`src/rtl/pusch_re_map_scheduler_if.sv`:
```
`default_nettype none
// ============================================================================
// pusch_re_map_scheduler_if: slot config, readiness and grid-steering bundle.
// Revision 1.0
// ============================================================================
interface pusch_re_map_scheduler_if #(
  parameter int SC_W = 11
);
  logic            start_i;
  logic [3:0]      n_symbol_i;
  logic [6:0]      n_rb_i;
  logic [10:0]     n_sc_i;
  logic            data_avail_i;
  logic            dmrs_ready_i;
  logic            ifft_ready_i;

  logic            data_rd_en_o;
  logic            dmrs_rd_en_o;
  logic [1:0]      sel_o;
  logic            grid_valid_o;
  logic [SC_W-1:0] sc_idx_o;
  logic [3:0]      sym_idx_o;
  logic            sym_done_o;
  logic            slot_done_o;
  logic            cfg_err_o;
  logic            busy_o;

  modport master (
    output start_i, n_symbol_i, n_rb_i, n_sc_i, data_avail_i, dmrs_ready_i, ifft_ready_i,
    input  data_rd_en_o, dmrs_rd_en_o, sel_o, grid_valid_o, sc_idx_o, sym_idx_o,
           sym_done_o, slot_done_o, cfg_err_o, busy_o
  );

  modport slave (
    input  start_i, n_symbol_i, n_rb_i, n_sc_i, data_avail_i, dmrs_ready_i, ifft_ready_i,
    output data_rd_en_o, dmrs_rd_en_o, sel_o, grid_valid_o, sc_idx_o, sym_idx_o,
           sym_done_o, slot_done_o, cfg_err_o, busy_o
  );
endinterface
`default_nettype wire

```
`src/rtl/pusch_re_map_scheduler.sv`:
```
`default_nettype none
// ============================================================================
// pusch_re_map_scheduler: walks the IFFT grid per PUSCH symbol, steering data/DMRS/zero.
// Revision 1.0
// ============================================================================
module pusch_re_map_scheduler #(
  parameter int NFFT     = 2048,
  parameter int SC_W     = 11,
  parameter int DMRS_SYM = 2
) (
  input  logic                    clk,
  input  logic                    rst_n,
  pusch_re_map_scheduler_if.slave bus
);

  typedef enum logic [1:0] {
    S_IDLE = 2'd0,
    S_WAIT = 2'd1,
    S_MAP  = 2'd2,
    S_DONE = 2'd3
  } state_t;

  localparam logic [1:0]      C_SEL_ZERO = 2'd0;
  localparam logic [1:0]      C_SEL_DATA = 2'd1;
  localparam logic [1:0]      C_SEL_DMRS = 2'd2;
  localparam logic [SC_W-1:0] C_SC_LAST  = SC_W'(NFFT - 1);
  localparam logic [12:0]     C_NFFT     = 13'(NFFT);
  localparam logic [3:0]      C_DMRS_SYM = 4'(DMRS_SYM);

  state_t          state_q;
  logic [3:0]      n_symbol_q;
  logic [10:0]     n_sc_q;
  logic [11:0]     band_hi_q;
  logic [SC_W-1:0] sc_idx_q;
  logic [3:0]      sym_idx_q;
  logic            busy_q;
  logic            grid_valid_q;
  logic            data_rd_en_q;
  logic            dmrs_rd_en_q;
  logic [1:0]      sel_q;
  logic            sym_done_q;
  logic            slot_done_q;
  logic            cfg_err_q;

  logic [10:0]     alloc_len_w;
  logic [11:0]     band_hi_w;
  logic            cfg_bad_w;
  logic            is_dmrs_w;
  logic            src_ready_w;
  logic            last_sym_w;
  logic [SC_W-1:0] sc_idx_d;
  logic [11:0]     sc_ext_w;
  logic            in_band_w;
  logic [1:0]      sel_w;
  logic            data_rd_w;
  logic            dmrs_rd_w;
  logic            sym_done_w;

  // 12*N_rb as 8*N_rb + 4*N_rb; the band upper bound needs the extra bit.
  always_comb begin
    alloc_len_w = 11'({bus.n_rb_i, 3'b000}) + 11'({bus.n_rb_i, 2'b00});
    band_hi_w   = {1'b0, bus.n_sc_i} + {1'b0, alloc_len_w};
    cfg_bad_w   = (bus.n_symbol_i == 4'd0) || (bus.n_rb_i == 7'd0) ||
                  ({1'b0, band_hi_w} > C_NFFT);
    is_dmrs_w   = (sym_idx_q == C_DMRS_SYM);
    src_ready_w = bus.ifft_ready_i && (is_dmrs_w ? bus.dmrs_ready_i : bus.data_avail_i);
    last_sym_w  = (sym_idx_q == (n_symbol_q - 4'd1));
    sc_idx_d    = (state_q == S_MAP) ? (sc_idx_q + SC_W'(1)) : '0;
    sc_ext_w    = 12'(sc_idx_d);
    in_band_w   = (sc_ext_w >= {1'b0, n_sc_q}) && (sc_ext_w < band_hi_q);
    sel_w       = !in_band_w ? C_SEL_ZERO : (is_dmrs_w ? C_SEL_DMRS : C_SEL_DATA);
    data_rd_w   = in_band_w && !is_dmrs_w;
    dmrs_rd_w   = in_band_w && is_dmrs_w;
    sym_done_w  = (sc_idx_d == C_SC_LAST);
  end

  always_ff @(posedge clk or negedge rst_n) begin
    if (!rst_n) begin
      state_q      <= S_IDLE;
      n_symbol_q   <= '0;
      n_sc_q       <= '0;
      band_hi_q    <= '0;
      sc_idx_q     <= '0;
      sym_idx_q    <= '0;
      busy_q       <= 1'b0;
      grid_valid_q <= 1'b0;
      data_rd_en_q <= 1'b0;
      dmrs_rd_en_q <= 1'b0;
      sel_q        <= C_SEL_ZERO;
      sym_done_q   <= 1'b0;
      slot_done_q  <= 1'b0;
      cfg_err_q    <= 1'b0;
    end else begin
      grid_valid_q <= 1'b0;
      data_rd_en_q <= 1'b0;
      dmrs_rd_en_q <= 1'b0;
      sel_q        <= C_SEL_ZERO;
      sym_done_q   <= 1'b0;
      slot_done_q  <= 1'b0;
      cfg_err_q    <= 1'b0;
      case (state_q)
        S_IDLE: begin
          if (bus.start_i) begin
            n_symbol_q <= bus.n_symbol_i;
            n_sc_q     <= bus.n_sc_i;
            band_hi_q  <= band_hi_w;
            if (cfg_bad_w) begin
              cfg_err_q <= 1'b1;
            end else begin
              busy_q    <= 1'b1;
              sym_idx_q <= '0;
              state_q   <= S_WAIT;
            end
          end
        end
        S_WAIT: begin
          if (src_ready_w) begin
            state_q      <= S_MAP;
            sc_idx_q     <= sc_idx_d;
            grid_valid_q <= 1'b1;
            sel_q        <= sel_w;
            data_rd_en_q <= data_rd_w;
            dmrs_rd_en_q <= dmrs_rd_w;
            sym_done_q   <= sym_done_w;
          end
        end
        S_MAP: begin
          // Readiness is only consulted in WAIT, so a symbol always runs to completion.
          if (sc_idx_q == C_SC_LAST) begin
            if (last_sym_w) begin
              state_q     <= S_DONE;
              slot_done_q <= 1'b1;
            end else begin
              sym_idx_q <= sym_idx_q + 4'd1;
              state_q   <= S_WAIT;
            end
          end else begin
            sc_idx_q     <= sc_idx_d;
            grid_valid_q <= 1'b1;
            sel_q        <= sel_w;
            data_rd_en_q <= data_rd_w;
            dmrs_rd_en_q <= dmrs_rd_w;
            sym_done_q   <= sym_done_w;
          end
        end
        S_DONE: begin
          busy_q  <= 1'b0;
          state_q <= S_IDLE;
        end
        default: state_q <= S_IDLE;
      endcase
    end
  end

  assign bus.data_rd_en_o = data_rd_en_q;
  assign bus.dmrs_rd_en_o = dmrs_rd_en_q;
  assign bus.sel_o        = sel_q;
  assign bus.grid_valid_o = grid_valid_q;
  assign bus.sc_idx_o     = sc_idx_q;
  assign bus.sym_idx_o    = sym_idx_q;
  assign bus.sym_done_o   = sym_done_q;
  assign bus.slot_done_o  = slot_done_q;
  assign bus.cfg_err_o    = cfg_err_q;
  assign bus.busy_o       = busy_q;

endmodule
`default_nettype wire

```
`src/flat_wrapper.sv`:
```
// flat-port wrapper written by rule: the top's interface ports become plain ports
module pusch_re_map_scheduler_flat 
#(
  parameter int NFFT     = 2048,
  parameter int SC_W     = 11,
  parameter int DMRS_SYM = 2
)
  (clk, rst_n, bus_start_i, bus_n_symbol_i, bus_n_rb_i, bus_n_sc_i, bus_data_avail_i, bus_dmrs_ready_i, bus_ifft_ready_i, bus_data_rd_en_o, bus_dmrs_rd_en_o, bus_sel_o, bus_grid_valid_o, bus_sc_idx_o, bus_sym_idx_o, bus_sym_done_o, bus_slot_done_o, bus_cfg_err_o, bus_busy_o);
  pusch_re_map_scheduler_if #(.SC_W(SC_W)) bus_i ();
  input  logic clk;
  input  logic rst_n;
  input wire logic [$bits(bus_i.start_i)-1:0] bus_start_i;
  input wire logic [$bits(bus_i.n_symbol_i)-1:0] bus_n_symbol_i;
  input wire logic [$bits(bus_i.n_rb_i)-1:0] bus_n_rb_i;
  input wire logic [$bits(bus_i.n_sc_i)-1:0] bus_n_sc_i;
  input wire logic [$bits(bus_i.data_avail_i)-1:0] bus_data_avail_i;
  input wire logic [$bits(bus_i.dmrs_ready_i)-1:0] bus_dmrs_ready_i;
  input wire logic [$bits(bus_i.ifft_ready_i)-1:0] bus_ifft_ready_i;
  output wire logic [$bits(bus_i.data_rd_en_o)-1:0] bus_data_rd_en_o;
  output wire logic [$bits(bus_i.dmrs_rd_en_o)-1:0] bus_dmrs_rd_en_o;
  output wire logic [$bits(bus_i.sel_o)-1:0] bus_sel_o;
  output wire logic [$bits(bus_i.grid_valid_o)-1:0] bus_grid_valid_o;
  output wire logic [$bits(bus_i.sc_idx_o)-1:0] bus_sc_idx_o;
  output wire logic [$bits(bus_i.sym_idx_o)-1:0] bus_sym_idx_o;
  output wire logic [$bits(bus_i.sym_done_o)-1:0] bus_sym_done_o;
  output wire logic [$bits(bus_i.slot_done_o)-1:0] bus_slot_done_o;
  output wire logic [$bits(bus_i.cfg_err_o)-1:0] bus_cfg_err_o;
  output wire logic [$bits(bus_i.busy_o)-1:0] bus_busy_o;
  assign bus_i.start_i = bus_start_i;
  assign bus_i.n_symbol_i = bus_n_symbol_i;
  assign bus_i.n_rb_i = bus_n_rb_i;
  assign bus_i.n_sc_i = bus_n_sc_i;
  assign bus_i.data_avail_i = bus_data_avail_i;
  assign bus_i.dmrs_ready_i = bus_dmrs_ready_i;
  assign bus_i.ifft_ready_i = bus_ifft_ready_i;
  assign bus_data_rd_en_o = bus_i.data_rd_en_o;
  assign bus_dmrs_rd_en_o = bus_i.dmrs_rd_en_o;
  assign bus_sel_o = bus_i.sel_o;
  assign bus_grid_valid_o = bus_i.grid_valid_o;
  assign bus_sc_idx_o = bus_i.sc_idx_o;
  assign bus_sym_idx_o = bus_i.sym_idx_o;
  assign bus_sym_done_o = bus_i.sym_done_o;
  assign bus_slot_done_o = bus_i.slot_done_o;
  assign bus_cfg_err_o = bus_i.cfg_err_o;
  assign bus_busy_o = bus_i.busy_o;
  pusch_re_map_scheduler #(.NFFT(NFFT), .SC_W(SC_W), .DMRS_SYM(DMRS_SYM)) u_core (.clk(clk), .rst_n(rst_n), .bus(bus_i));
endmodule
```
`config.mk`:
```
export PLATFORM = sky130hd
export DESIGN_NAME = pusch_re_map_scheduler_flat
export DESIGN_NICKNAME = d
export VERILOG_FILES = /design/src/rtl/pusch_re_map_scheduler_if.sv /design/src/rtl/pusch_re_map_scheduler.sv /design/src/flat_wrapper.sv
export SDC_FILE = /design/constraint.sdc
export NUM_CORES = 1
export LEC_CHECK = 0
export ABC_AREA = 1
export CORE_ASPECT_RATIO = 0.6
export CORE_MARGIN = 2
export CORE_UTILIZATION = 59
export CTS_CLUSTER_DIAMETER = 100
export DETAILED_ROUTE_END_ITERATION = 12
export PLACE_DENSITY = 0.83
export SLEW_MARGIN = 20
export SYNTH_ARGS = -nofsm -noshare
export SYNTH_HDL_FRONTEND = slang
export SYNTH_SLANG_ARGS = --single-unit
```
`constraint.sdc`:
```
create_clock -name clk -period 7.11 [get_ports clk]
set_input_delay 1.0665 -clock clk [delete_from_list [all_inputs] [get_ports clk]]
set_output_delay 1.0665 -clock clk [all_outputs]
set_load 0.02 [all_outputs]
```
==> summary.md, run 1 <==
The antenna diode count is 0. The clock drives 49 sinks. The synthesized design contains 0 enable-type register cells.

Library cell with the largest summed area after synthesis: dfrtp_1. The total power divided by cell area came out at 283 nW/um2. The worst setup path is launched from an input pin. Setup repair after global routing left no endpoint under its margin. The detailed-routing iteration count for the pre-antenna-repair pass is 5. The final route contains 3058 vias. The async set or reset register ratio after synthesis works out to 1.00.

For the total global-route track usage, the log shows 0.252. The worst-margin pin slew is 782 ps. The die is 64.0 um tall. The number of buffers and inverters on the critical path is 3, and the I/O pin count is 52.

The top flip-flop cell by instance count after synthesis was dfrtp_1. The total overflow left after global routing is 0. Port buffering added 51 buffers. The count of hold buffers inserted by post-cts repair was 0; the deepest clock path buffer count was 2. Leaving out fill and tap cells, the most frequent cell in the layout is nand2_1.

The synthesized area per cell is 7.93 um2. Routability-driven placement finished with a final weighted congestion of 0.801. Worst hold path class: reg -> reg. The gate count of the mapped netlist is 446.

During synthesis, Yosys emitted a total of 0 warnings. Worst setup path category: in -> reg. The initialized floorplan defines 21 standard-cell rows.

CTS built an H-tree with a depth of 2. Static timing analysis puts the maximum clock frequency at 261 MHz. The number of pins with negative max-slew slack in the final report is 0, and the pin count of the biggest net entering global routing is 50. The fraction of the cycle the final worst path needs was 0.540; the number of antenna violations at the first check in global routing was 0. In the layout the commonest cells are 111 x nand2_1, 64 x inv_1, 50 x clkdlybuf4s50_1, 49 x dfrtp_1, 36 x ha_1.

The worst setup skew after layout is 10.2 ps, and the placed wire-length estimate is 6410 um. The logs give 0.623 for the effective utilization at floorplan and 0.478 for the remaining max-slew budget at the tightest pin. The highest ir drop seen on vdd is 0.148 mV, and the number of synthesized register bits is 49. In this run, the number of DRC markers left after iteration 0 of detailed routing was 158. The via count of the first global-routing pass came out at 2877. Among cell families on the critical path, the largest total delay comes from simple AND/OR/NAND/NOR gates.

The number of buffers inserted during clock tree synthesis is 5. The mapped netlist covers 3540 um2. Walking the worst path, the cells encountered are clkdlybuf4s50_1, inv_1, fa_1, inv_1, ha_1, fa_1, nand3_1, nand2_1, nand2_1, nand2_1, nand2_1, nand2_1, nand2_1, nand2_1, nand2_1, nand2_1, nand2_4, nand3_1, nand2_1, nand2_1. Post-CTS repair changed the size of 0 cells. The final cell utilization of the core is 0.737, and the count of different cell masters after synthesis is 40. Using the TritonRoute via totals, the vias-per-cell ratio works out to 5.30. The run finished with clean final reports. After detailed routing, the number of remaining DRC violations is 0. The run gives 567 as the total number of nets in the final design.

The run gives 0.347 as the sequential element share of the synthesized area. On the worst path, the slowest cell contributes a delay of 530 ps. The run gives 7930 um as the total wire length. The proportion of netlist area held by the largest area contributor is 0.347, and the final number of hold-violating endpoints is 0. The standard cell core area was 5680 um2. The number of nets in the synthesized netlist is 517. The detail route stage leaves a number of antenna-violating nets equal to 0. For the final routed database, the setup TNS stands at 0 ps. The power after layout was 1.18 mW; the CTS clock-pin slew for the worst setup and hold paths was 90 ps. The die covers 6650 um2.

TritonCTS built the clock tree. Setup slack on the critical path of the routed design comes to 3270 ps. The number of buffers inserted to repair setup after CTS was 0.

The endpoint kind of the worst setup timing path is a register. Along the worst path, the maximum fanout reaches 6. The cell sitting at the root of the clock tree is a clkbuf_8.

By area the synthesized netlist is led by dfrtp_1 35%, ha_1 13%, nand2_1 12%. After layout, the minimum clock period comes to 3840 ps. Measured along the x axis, the die boundary spans 104 um.

At the worst endpoint, the required time is 7310 ps. The tools report the final cell count without fillers as 577. After detailed placement, the design holds a cell count of 569.

In the final routed layout, each cell accounts on average for 13.7 um. The analysis attributes to cell leakage a power of 2.08 nW. The tools report the pre-CTS setup slack as 2970 ps. The tool flagged a number of max-cap violations equal to 0. Fraction of final layout cells with drive strength greater than 1: 0.0926.

The first global-routing pass estimated 13400 um of wire. For the worst-skew pair, the clock arrives at the later sink with an insertion delay of 300 ps. The filler cells instantiated in the layout total 449. Slowest cell on the critical path: clkdlybuf4s50_1. The arrival time of the worst setup path is 4040 ps.

Among the stages of the critical path, the cell type that occurs most often is nand2_1. The post-synthesis to final-layout area growth is 18.3%, and the final-report setup violation count is 0.
[where the power goes]
group	internal (mW)	leakage (nW)	switching [mW]
clock network	0.0694	0.0374	0.0929
logic	0.218	1.41	0.378
registers	0.366	0.635	0.0596
total	0.654	2.08	0.530
[flip-flops by register name, summed over array words and instances (netlist names), 2 cells and up]
register,flops
u_core.band_hi_q,12
u_core.n_symbol_q,4
u_core.n_sc_q,9
u_core.state_q,2
u_core.bus.sym_idx_o,4
u_core.bus.sc_idx_o,11
[stage by stage]
stage / cell area [um2] / hold WS, ps
4_1_cts: 4180 / 508
3_5_place_dp: 4100 / 484
6_report: 4180 / 502
2_1_floorplan: 3540 / 453
5_1_grt: 4180 / 544
3_3_place_gp: 4100 / 468
[layer usage]
| layer | up-vias | share of wire | GRT usage |
|---|---|---|---|
| met3 | 4 | 0.059 | 0.0408 |
| li1 | 1541 | - | - |
| met5 | - | 0 | 0 |
| met4 | 0 | 0.0045 | 0.0541 |
| met2 | 109 | 0.43 | 0.398 |
| met1 | 1404 | 0.51 | 0.370 |
[cell families (layout without fill, tap and decap cells)]
| logic type | count (synthesis) | in the layout | share of synthesized area |
|---|---|---|---|
| AO/OA/AOI/OAI | 66 | 66 | 0.108 |
| buffers and inverters | 79 | 130 | 0.0892 |
| XOR/XNOR | 6 | 6 | 0.0149 |
| flip-flops | 49 | 49 | 0.347 |
| adder cells (fa/ha/maj) | 43 | 43 | 0.167 |
| AND/OR/NAND/NOR | 203 | 203 | 0.274 |
[synth_stat cells, types with 3 or more instances]
| library cell | n |
|---|---|
| a21boi_0 | 3 |
| a21oi_1 | 13 |
| buf_4 | 3 |
| clkbuf_1 | 5 |
| dfrtp_1 | 49 |
| fa_1 | 7 |
| ha_1 | 36 |
| inv_1 | 64 |
| inv_2 | 5 |
| nand2_1 | 111 |
| nand2_2 | 4 |
| nand2_4 | 5 |
| nand3_1 | 20 |
| nand3b_1 | 3 |
| nand4_1 | 10 |
| nor2_1 | 27 |
| nor3_1 | 3 |
| nor3_2 | 3 |
| o21ai_0 | 27 |
| o21ai_1 | 9 |
| o21ai_2 | 6 |
| or2_2 | 4 |
| xnor2_1 | 3 |
| xor2_1 | 3 |
[cell type report]
cell class                 count  area [um2]  area share
inverter                      70         263      0.0628
timing repair buffer          52         513       0.123
tap                           80         100      0.0239
clock buffer                   6        72.6      0.0173
sequential                    49        1230       0.293
multi-input combinational    318        1990       0.477
clock inverter                 2        15.0     0.00359
[worst paths after layout]
check | from | endpoint | slack, ps | depth (start not counted)
min | u_core.band_hi_q[10] | u_core.band_hi_q[10] | 500 | 2
max in group asynchronous | rst_n | u_core.bus.sc_idx_o[6] | 5830 | 2
min in group asynchronous | rst_n | u_core.bus.sc_idx_o[3] | 850 | 2
min reg2reg | u_core.band_hi_q[10] | u_core.band_hi_q[10] | 500 | 2
max | bus_n_rb_i[1] | u_core.state_q[0] | 3270 | 20
max reg2reg | u_core.state_q[0] | u_core.bus.data_rd_en_o | 4140 | 15
[worst min-delay path: cells and delay by family (launching register included)]
| family | cells | cell delay, ps |
|---|---|---|
| compound gates | 1 | 60 |
| flops | 1 | 360 |
| simple gates | 1 | 50 |
(Power assumes the default switching activity.)
==> run 2, diff against run 1 <==
- CORE_UTILIZATION: 59 -> 55
- PLACE_DENSITY: 0.83 -> 0.78
- clock period: 7.11 -> 3.71 ns (I/O delays scaled with it)
==> summary.md, run 2 (same netlist as run 1, synthesis figures left out) <==
The run gives 0 as the final-report setup violation count. The count of unresolved DRC violations after routing came out at 0. The post-synthesis to final-layout area growth is 20.1%. The detailed-routing iteration count for the pre-antenna-repair pass was 4; the number of fillers in the final layout was 507. The finished cells cover 4250 um2. In this run the horizontal extent of the chip is 108 um.

For this run, the post-layout net count is 568. More flip-flops sit in one register than any other, and that register is u_core.band_hi_q. The repair_antennas step left the layout with diodes totalling 0. Via count of the first global-routing pass: 2799. 52 I/O pins were placed. Entering global routing, the biggest net connects 50 pins.

Summing all placed instances gives a cell area of 4110 um2. The later pin in the worst-skew pair is clocked with a latency of 300 ps. In this run, post-CTS hold repair placed 0 buffers.

The congestion estimate from routability-driven global placement came to 0.852. The fraction of the cycle the final worst path needs was 0.879. The remaining max-slew budget at the tightest pin was 0.470; the H-tree level count was 2. The time the final worst path needs with I/O delays and setup was 3260 ps. The worst flop-to-flop path startpoint is u_core.state_q[0]. STA puts the critical path data required time at 3890 ps. The logs give 5 for the number of buffers inserted during clock tree synthesis and 3015 for the detailed-route via count.

Measured in cells, the most critical reg-to-reg path has a length of 15. The fraction of final layout cells with drive strength greater than 1 is 0.0964. The first global-routing pass estimated 13100 um of wire.

Summed over all layers, the global routing overflow is 0. The arrival time of the worst setup path was 3440 ps. The kind of launch point of the worst setup path was an input pin. The critical path in this run is classified as in -> reg.

Along the worst path, the maximum fanout reaches 8. In this run the post-CTS setup repair buffer count came out at 0. The die covers 7110 um2. Setup repair after global routing left no endpoint under its margin. The run gives 0 as the number of pins with negative max-slew slack in the final report. After clock tree synthesis, the repair step resized 0 gates. The logs give 0 ps for the aggregate negative setup slack and 7650 um for the total wire length. The deepest clock path buffer count was 2; the total global-route track usage was 0.236.

The run gives 0.573 as the effective utilization at floorplan. The tools report the endpoint kind of the worst setup timing path as a register. The leading cell type in the layout, fill and taps excluded is nand2_1.

Setup slack on the worst reg-to-reg path comes out at 950 ps. The worst-margin pin slew is 794 ps, and the clock sink total is 49. After legalization and detailed placement, the total HPWL measured 6180 um.

The number of max-cap violations is 0. Once detail routing completed, the nets flagged for antenna violations numbered 0. The logs give 450 ps for the worst setup slack after layout and 6170 um2 for the standard cell core area. After clock tree synthesis, the clock-pin slew on the worst setup and hold paths is 90 ps. TritonCTS built the clock tree. The most critical setup path has its endpoint at u_core.bus.sym_idx_o[2].

For the worst setup skew after layout, the log shows 6.40 ps. The clock root buffer is clkbuf_8. The die boundary height works out to 66.1 um.

Number of antenna violations at the first check in global routing: 0. The library cells used most frequently in the layout, excluding fill and tap cells, are 111 x nand2_1, 64 x inv_1, 50 x clkdlybuf4s50_1, 49 x dfrtp_1, 36 x ha_1. In the final routed layout, each cell accounts on average for 13.1 um. The maximum achievable frequency was 307 MHz.

The pre-CTS setup slack came out at 176 ps. The endpoint identified for the worst register-to-register timing path is u_core.bus.dmrs_rd_en_o. In this run the worst hold path is classified as in -> async. The startpoint of the most critical setup path is bus_n_rb_i[0]. VDD sags by at most 0.240 mV.

The design draws 2.39 mW. After detailed routing, the number of vias per cell comes to 5.18. The number of standard-cell rows in the floorplan was 22. The run finished with clean final reports. The run gives 0.689 as the final cell utilization of the core. In this run the static leakage power is 2.12 nW.

The number of flip-flops under the largest register name came out at 12. For the violation count after the first detailed-routing iteration, the log shows 144. Buffers placed on the I/O ports in this run total 51. Power spread over the standard cell area amounts to 563 nW/um2. The run gives 0 as the final number of hold-violating endpoints.
-- run 2: changes by cell type in the layout (fill, tap and decap cells not counted), sizes merged --
cell,delta
bufinv,+2
clkinvlp,-2
buf,+1
clkbuf,-1
clkinv,+1
-- run 2: how the worst min path moves through the flow --
stage	from	to	slack, ps	cells past startpoint
final	rst_n	u_core.bus.sc_idx_o[3]	260	1
after global routing	rst_n	u_core.bus.sc_idx_o[4]	310	1
after CTS	rst_n	u_core.bus.sc_idx_o[4]	490	1
after detailed placement	u_core.band_hi_q[4]	u_core.band_hi_q[4]	480	2
after global placement	u_core.band_hi_q[2]	u_core.band_hi_q[2]	470	2
after floorplan	rst_n	u_core.band_hi_q[0]	260	0
-- run 2: power breakdown --
group | internal, mW | leakage [nW] | switching, mW
logic | 0.419 | 1.42 | 0.705
registers | 0.702 | 0.635 | 0.113
clock network | 0.268 | 0.0681 | 0.183
-- run 2: worst max-delay path, stage by stage --
cell and delay [ps]:
clkdlybuf4s50_1 510, inv_1 80, fa_1 520, inv_1 40, ha_1 230, fa_1 410
nand3_1 120, nand2_1 80, nand2_1 90, nand2_1 50, nand2_1 80, nand2_1 50
nand2_1 70, nand2_1 50, nand2_1 70, nand2_1 80, nand2_4 120, nand2_4 90
nand2_1 70, o21ai_1 70
-- run 2: layout make-up --
class                      count  area (um2)  share of cell area
multi-input combinational    318        1990               0.470
sequential                    49        1230               0.289
timing repair buffer          53         523               0.123
inverter                      70         263              0.0619
tap                           84         105              0.0248
clock buffer                   5        68.8              0.0162
clock inverter                 3        65.1              0.0153
-- run 2: stage by stage --
step,std cells,hold WS (ps)
after global routing,582,308
after CTS,582,485
final,582,259
after floorplan,446,261
after detailed placement,574,475
after global placement,574,472
-- run 2: metal layers --
layer	track usage	share of wire	up-vias
met2	0.359	0.41	69
li1	-	-	1547
met1	0.358	0.54	1395
met4	0.0481	0.0071	0
met5	0	0	-
met3	0.0345	0.047	4
==> run 3, diff against run 2 <==
- HOLD_SLACK_MARGIN: default -> 0.02
==> results of run 3 <==
No change in the layout: final DEF, timing and power equal those of run 2.
